File: src/rtl/vga_timing_pkg.sv
// Shared 640x480@60 timing constants and decoder state type, used by both the VGA timing
// generator and the sync decoder.
package vga_timing_pkg;

  localparam int unsigned H_VISIBLE   = 640;
  localparam int unsigned H_FP        = 16;
  localparam int unsigned H_PW        = 96;
  localparam int unsigned H_BP        = 48;
  localparam int unsigned V_VISIBLE   = 480;
  localparam int unsigned V_FP        = 10;
  localparam int unsigned V_PW        = 2;
  localparam int unsigned V_BP        = 33;
  localparam int unsigned LOCK_FRAMES = 2;

  localparam int unsigned H_TOTAL  = H_VISIBLE + H_FP + H_PW + H_BP;
  localparam int unsigned V_TOTAL  = V_VISIBLE + V_FP + V_PW + V_BP;
  localparam int unsigned HS_START = H_VISIBLE + H_FP;
  localparam int unsigned VS_START = V_VISIBLE + V_FP;

  localparam logic [15:0] CRC_INIT = 16'hFFFF;
  localparam logic [15:0] CRC_POLY = 16'h1021;

  typedef enum logic [1:0] {
    HUNT,
    SYNC,
    LOCKED
  } dec_state_e;

endpackage

File: src/rtl/vga_crc16.sv
// CRC-16/CCITT over one 12-bit pixel per cycle, MSB first, with seed/enable control.
// Only compiled when VGA_DEC_CRC_EN is defined.
`ifdef VGA_DEC_CRC_EN
module vga_crc16
  import vga_timing_pkg::*;
(
  input  logic        clk,
  input  logic        rst_n,
  input  logic        seed,
  input  logic        en,
  input  logic [11:0] data,
  output logic [15:0] crc
);

  logic [15:0] crc_q;
  logic [15:0] base;
  logic [15:0] stepped;

  // Folding the word into the top bits then shifting 12 times equals 12 serial bit steps.
  always_comb begin
    base    = seed ? CRC_INIT : crc_q;
    stepped = base ^ {data, 4'b0000};
    for (int i = 0; i < 12; i++) begin
      stepped = stepped[15] ? ((stepped << 1) ^ CRC_POLY) : (stepped << 1);
    end
  end

  always_ff @(posedge clk or negedge rst_n) begin
    if (!rst_n) begin
      crc_q <= CRC_INIT;
    end else if (en) begin
      crc_q <= stepped;
    end else if (seed) begin
      crc_q <= CRC_INIT;
    end
  end

  assign crc = crc_q;

endmodule
`endif

File: src/rtl/vga_sync_decoder.sv
// Recovers pixel coordinates/colour from VGA sync + RGB and checks timing (HUNT/SYNC/LOCKED).
// Optional per-frame CRC-16 of visible pixels is built when VGA_DEC_CRC_EN is defined.
module vga_sync_decoder #(
  parameter int unsigned H_VISIBLE   = vga_timing_pkg::H_VISIBLE,
  parameter int unsigned H_FP        = vga_timing_pkg::H_FP,
  parameter int unsigned H_PW        = vga_timing_pkg::H_PW,
  parameter int unsigned H_BP        = vga_timing_pkg::H_BP,
  parameter int unsigned V_VISIBLE   = vga_timing_pkg::V_VISIBLE,
  parameter int unsigned V_FP        = vga_timing_pkg::V_FP,
  parameter int unsigned V_PW        = vga_timing_pkg::V_PW,
  parameter int unsigned V_BP        = vga_timing_pkg::V_BP,
  parameter int unsigned LOCK_FRAMES = vga_timing_pkg::LOCK_FRAMES
) (
  input  logic        clk,
  input  logic        rst_n,
  input  logic        hsync,
  input  logic        vsync,
  input  logic [3:0]  red,
  input  logic [3:0]  green,
  input  logic [3:0]  blue,
  output logic        pix_valid,
  output logic [9:0]  pix_x,
  output logic [9:0]  pix_y,
  output logic [11:0] pix_rgb,
  output logic        frame_start,
  output logic        locked,
  output logic        err,
  output logic [15:0] frame_crc,
  output logic        frame_crc_valid
);
  import vga_timing_pkg::*;

  localparam logic [9:0] HLast   = 10'(H_VISIBLE + H_FP + H_PW + H_BP - 1);
  localparam logic [9:0] VLast   = 10'(V_VISIBLE + V_FP + V_PW + V_BP - 1);
  localparam logic [9:0] HsFirst = 10'(H_VISIBLE + H_FP);
  localparam logic [9:0] HsLast  = 10'(H_VISIBLE + H_FP + H_PW - 1);
  localparam logic [9:0] VsFirst = 10'(V_VISIBLE + V_FP);
  localparam logic [9:0] VsLast  = 10'(V_VISIBLE + V_FP + V_PW - 1);
  localparam logic [9:0] HVis    = 10'(H_VISIBLE);
  localparam logic [9:0] VVis    = 10'(V_VISIBLE);
  localparam logic [3:0] LockCnt = 4'(LOCK_FRAMES);

  logic        hs_q, vs_q, vs_prev_q;
  logic [11:0] rgb_q;
  dec_state_e  state_q, state_d;
  logic [9:0]  h_q, h_d, v_q, v_d;
  logic [3:0]  frames_q, frames_d;
  logic        vs_fall, exp_h, exp_v, mismatch, matched_fall;
  logic        out_en, visible, pix_valid_d, frame_start_d;
  logic        pix_valid_q, frame_start_q, err_q;
  logic [9:0]  pix_x_q, pix_y_q;
  logic [11:0] pix_rgb_q;

  always_ff @(posedge clk or negedge rst_n) begin
    if (!rst_n) begin
      hs_q      <= 1'b0;
      vs_q      <= 1'b0;
      vs_prev_q <= 1'b0;
      rgb_q     <= '0;
    end else begin
      hs_q      <= hsync;
      vs_q      <= vsync;
      vs_prev_q <= vs_q;
      rgb_q     <= {red, green, blue};
    end
  end

  assign vs_fall      = vs_prev_q & ~vs_q;
  assign exp_h        = ~((h_q >= HsFirst) && (h_q <= HsLast));
  assign exp_v        = ~((v_q >= VsFirst) && (v_q <= VsLast));
  assign mismatch     = (state_q != HUNT) && ((hs_q != exp_h) || (vs_q != exp_v));
  assign matched_fall = !mismatch && vs_fall && (h_q == '0) && (v_q == VsFirst);

  always_ff @(posedge clk or negedge rst_n) begin
    if (!rst_n) begin
      state_q  <= HUNT;
      frames_q <= '0;
      h_q      <= '0;
      v_q      <= '0;
    end else begin
      state_q  <= state_d;
      frames_q <= frames_d;
      h_q      <= h_d;
      v_q      <= v_d;
    end
  end

  always_comb begin
    state_d  = state_q;
    frames_d = frames_q;
    unique case (state_q)
      HUNT: begin
        if (vs_fall) begin
          state_d  = SYNC;
          frames_d = '0;
        end
      end
      SYNC: begin
        if (mismatch) begin
          state_d = HUNT;
        end else if (matched_fall) begin
          frames_d = frames_q + 4'd1;
          if (frames_q + 4'd1 == LockCnt) state_d = LOCKED;
        end
      end
      LOCKED: begin
        if (mismatch) state_d = HUNT;
      end
      default: state_d = HUNT;
    endcase
  end

  // In HUNT the counters only move when a vsync fall pins the sample to (0, VsFirst).
  always_comb begin
    h_d = h_q;
    v_d = v_q;
    if (state_q == HUNT) begin
      if (vs_fall) begin
        h_d = 10'd1;
        v_d = VsFirst;
      end
    end else if (h_q == HLast) begin
      h_d = '0;
      v_d = (v_q == VLast) ? '0 : v_q + 10'd1;
    end else begin
      h_d = h_q + 10'd1;
    end
  end

  always_comb begin
    out_en        = (state_q == LOCKED) && !mismatch;
    visible       = (h_q < HVis) && (v_q < VVis);
    pix_valid_d   = out_en && visible;
    frame_start_d = out_en && (h_q == '0) && (v_q == '0);
  end

  always_ff @(posedge clk or negedge rst_n) begin
    if (!rst_n) begin
      pix_valid_q   <= 1'b0;
      frame_start_q <= 1'b0;
      err_q         <= 1'b0;
      pix_x_q       <= '0;
      pix_y_q       <= '0;
      pix_rgb_q     <= '0;
    end else begin
      pix_valid_q   <= pix_valid_d;
      frame_start_q <= frame_start_d;
      err_q         <= mismatch;
      if (out_en) begin
        pix_x_q   <= h_q;
        pix_y_q   <= v_q;
        pix_rgb_q <= rgb_q;
      end
    end
  end

  assign pix_valid   = pix_valid_q;
  assign pix_x       = pix_x_q;
  assign pix_y       = pix_y_q;
  assign pix_rgb     = pix_rgb_q;
  assign frame_start = frame_start_q;
  assign err         = err_q;
  assign locked      = (state_q == LOCKED);

`ifdef VGA_DEC_CRC_EN
  logic [15:0] crc_run;
  logic        crc_seed, crc_en, frame_end;
  logic [15:0] frame_crc_q;
  logic        frame_crc_valid_q;

  // Reseeding whenever not outputting discards any partial CRC on loss of lock.
  assign crc_seed  = !out_en || ((h_q == '0) && (v_q == '0));
  assign crc_en    = out_en && visible;
  assign frame_end = out_en && (h_q == '0) && (v_q == VVis);

  vga_crc16 u_crc (
    .clk   (clk),
    .rst_n (rst_n),
    .seed  (crc_seed),
    .en    (crc_en),
    .data  (rgb_q),
    .crc   (crc_run)
  );

  always_ff @(posedge clk or negedge rst_n) begin
    if (!rst_n) begin
      frame_crc_q       <= '0;
      frame_crc_valid_q <= 1'b0;
    end else begin
      frame_crc_valid_q <= frame_end;
      if (frame_end) frame_crc_q <= crc_run;
    end
  end

  assign frame_crc       = frame_crc_q;
  assign frame_crc_valid = frame_crc_valid_q;
`else
  assign frame_crc       = '0;
  assign frame_crc_valid = 1'b0;
`endif

endmodule
File: config.mk
export PLATFORM = sky130hd
export DESIGN_NAME = vga_sync_decoder
export DESIGN_NICKNAME = d
export VERILOG_FILES = /design/src/rtl/vga_timing_pkg.sv /design/src/rtl/vga_crc16.sv /design/src/rtl/vga_sync_decoder.sv
export SDC_FILE = /design/constraint.sdc
export NUM_CORES = 1
export LEC_CHECK = 0
export CAP_MARGIN = 20
export CORE_AREA = 2 2 85 87
export DETAILED_ROUTE_END_ITERATION = 8
export DIE_AREA = 0 0 87 89
export PLACE_DENSITY_LB_ADDON = 0.25
export SLEW_MARGIN = 10
export SYNTH_ARGS = -nofsm -noshare
export SYNTH_HDL_FRONTEND = slang
export SYNTH_SLANG_ARGS = --single-unit
File: constraint.sdc
create_clock -name clk -period 4.9 [get_ports clk]
set_clock_uncertainty 0.1 [all_clocks]
set_input_delay 0.49 -clock clk [delete_from_list [all_inputs] [get_ports clk]]
set_output_delay 0.49 -clock clk [all_outputs]
set_load 0.05 [all_outputs]
==> flow_summary.toml <==
[outcome]
run_status = "finished, final reports clean"

[clock_tree]
cts_repair_resized_insts = 0
clock_sink_count = 76
tritoncts = "yes"
cts.clk_slew.worst_paths_ns = 0.08
cts_max_level = 3
postCtsSetupBuffers = 0
clkLatencyLatePin_ns = 0.35
holdBufCountCts = 0
cts_root_buffer = "clkbuf_8"
tritoncts.num_buffers = 9
ctsLongestPathBuffers = 2

[floorplan]
start_util_pct = 54.9
die_w_um = 87
fp-row-count = 30
boundaryPins = 69
die_h_um = 89
dieArea_um2 = 7740
core_area_um2 = 6720

[final_layout]
diodes = 0
layout.area.seq_um2 = 1900
nFillCells = 522
finish.net_count = 408
share_of_cells_above_drive_strength_1_pct = 16.2
syn2layout_area_growth_pct = 19.3
final_core_utilization_pct = 65.5
area_taken_by_multi_input_logic_gates_um2 = 1590

[drt]
finalWirelength_um = 7120
drt_first_iter_violations = 99
vias = 2662
drc = 0
avgRoutedWirePerCell_um = 15.1
first_pass_detailed_route_iteration_total = 4
routed_via_density = 5.66
final_antenna_net_count = 0

[sta]
clock.fmax_mhz = 384
report.final.hold_viol_count = 0
drv_slew = 0
final_critical_period_ns = 2.60
post_layout_worst_setup_margin_ns = 2.30
max-slew-margin-rel_pct = 37.8
report.final.setup_viol = 0
worst_slew_pin_slew_ns = 0.933
rsz0062_at_grt = "false"
timing.final.crit_share_pct = 53.1
totalNegativeSetupSlack_ns = 0

[setup_path]
path_class = "reg -> reg"
worst_r2r_path_depth = 6
startpoint_type = "flip-flop"
cp.arrival_ns = 2.74
timing.critical_path.fanout_max = 34
critical_path.endpoint_type = "flip-flop"
worst_ep_required_time_ns = 5.04

[placement]
place_ws_ns = 2.29
post_detailed_placement_half_perimeter_wirelength_um = 4810
place.gp.congestion = 0.807
port_buffers = 51

[synth]
synthXorXnorAreaFrac_pct = 1.66
postSynth.topFlopCell = "dfrtp_1"
synth_mux_area_share_pct = 10.9
yosys_warnings = 0
synth_top_family_by_area = "simple AND/OR/NAND/NOR gates"
async_flop_share_pct = 100
post_synth_adder_cell_area_pct = 2.38
synth_seq_cells = 76
avgSynthCellArea_um2 = 11.0
synth_edf_count = 0
synthSimpleGateAreaFrac_pct = 16.7
synthesis.area_um2 = 3690
syn-instance-count = 336
synth.yosys.seq_area_share_pct = 51.6
synth_cell_types = 53
synth_compound_gate_area_share_pct = 9.84

[run]
max_cap_viol_count = 0

[global_routing]
grt_first_pass_wirelength_um = 11800
grt_ovf = 0
first_global_vias = 2498
groute.usage.overall_pct = 19.6
antenna_found_initial = 0
grt_start_max_net_pins = 77

[power]
power.density_cell_area_nw_per_um2 = 339
leakage_uw = 0.00200
max-vdd-ir-drop_mv = 0.209

[min_path]
hold_path_class = "in -> async"
==> synth_stat cells, types with 4 or more instances <==
master	number	share of area, %
nor3b_1	4	0.81
dfrtp_1	76	52
ha_1	7	2.4
clkbuf_1	6	0.61
and2_1	4	0.68
nor4_1	7	1.2
nand2_1	29	3.0
o21ai_0	24	3.3
nand4_1	6	1.0
a21oi_1	14	1.9
inv_1	12	1.2
nor3_1	6	0.81
nand3_1	10	1.4
buf_2	4	0.54
nor2_1	12	1.2
mux2_2	32	9.8
mux2i_1	4	1.1
buf_4	20	4.1
xor2_1	4	0.95
nand2b_1	5	0.85
==> cell families (layout without fill, tap and decap cells) <==
| family | Yosys count | in the layout |
|---|---|---|
| simple gates | 106 | 106 |
| flops | 76 | 76 |
| mux | 36 | 36 |
| fa+ha+maj | 7 | 7 |
| compound gates | 59 | 59 |
| xor+xnor | 7 | 7 |
| other cells | 1 | 17 |
| buf+inv | 44 | 82 |
==> critical path, stage by stage, from the launching register on <==
cell     delay, ns
dfrtp_1       0.49
or2_1         0.31
nor4_4        0.33
xor2_1        0.28
and3_1        0.19
buf_4         0.38
mux2_2        0.39
==> report_power, final <==
group | internal, uW | switching [uW]
registers | 661 | 32.0
clock network | 297 | 258
logic | 81.7 | 161
==> layout make-up <==
class | count | share of cell area [%]
Sequential cell | 76 | 43.2
Multi-Input combinational cell | 232 | 36.2
Timing Repair Buffer | 54 | 12.1
Clock buffer | 9 | 2.82
Clock inverter | 7 | 2.42
Tap cell | 80 | 2.28
Inverter | 12 | 1.02
==> worst paths after layout <==
check | endpoint | slack (ns) | startpoint
min in group clk | pix_rgb[11]$_DFFE_PN0P_ | 0.38 | rgb_q[11]$_DFF_PN0_
worst min-delay path | frames_q[3]$_DFFE_PN0P_ | 0.16 | rst_n
max in group asynchronous | pix_x[4]$_DFFE_PN0P_ | 3.92 | rst_n
worst min register to register | pix_rgb[11]$_DFFE_PN0P_ | 0.38 | rgb_q[11]$_DFF_PN0_
worst max register to register | pix_rgb[7]$_DFFE_PN0P_ | 2.30 | v_q[2]$_DFFE_PN0P_
worst max-delay path | pix_rgb[7]$_DFFE_PN0P_ | 2.30 | v_q[2]$_DFFE_PN0P_
==> placed cells by master (no fill, tap or decap), types with 3 or more instances in the layout <==
| master | netlist | layout |
|---|---|---|
| a31oi_1 | 3 | 3 |
| o31ai_1 | 3 | 3 |
| clkdlybuf4s50_1 | 0 | 50 |
| nor4_1 | 7 | 7 |
| ha_1 | 7 | 7 |
| inv_6 | 0 | 3 |
| conb_1 | 1 | 17 |
| mux2i_1 | 4 | 4 |
| nand4_1 | 6 | 6 |
| a21oi_1 | 14 | 14 |
| nand2_1 | 29 | 29 |
| dfrtp_1 | 76 | 76 |
| mux2_2 | 32 | 32 |
| nor2b_1 | 3 | 3 |
| and2_1 | 4 | 4 |
| nor3b_1 | 4 | 4 |
| clkbuf_8 | 0 | 9 |
| nand3_1 | 10 | 10 |
| nor2_1 | 12 | 12 |
| and3_1 | 3 | 3 |
| inv_1 | 12 | 12 |
| nor3_1 | 6 | 6 |
| xnor2_1 | 3 | 3 |
| o21ai_0 | 24 | 24 |
| buf_4 | 20 | 4 |
| xor2_1 | 4 | 4 |
| nand2b_1 | 5 | 5 |
==> stage by stage <==
stage	total power (uW)	hold WS, ns	instances	area (um2)
floorplan	875	0.0944	352	3750
global placement	943	0.356	454	4170
detailed placement	951	0.365	454	4170
CTS	1500	0.210	470	4400
global route	1550	0.259	470	4400
finish	1490	0.158	470	4400
==> registers in the layout, summed over array words and instances, names as in the netlist, 2 cells and up <==
name      flops
pix_rgb      12
state_q       2
pix_x        10
v_q          10
pix_y        10
frames_q      4
h_q          10
rgb_q        12
==> routing by layer <==
layer / part of all wire (%) / vias up / GRT usage, %
met3: 4.2 / 12 / 4.99
li1: - / 1274 / -
met1: 48 / 1314 / 27.2
met5: 0 / - / 0
met2: 46 / 62 / 29.1
met4: 1.6 / 0 / 8.81
Note: power is estimated with default switching activity, not from simulation.
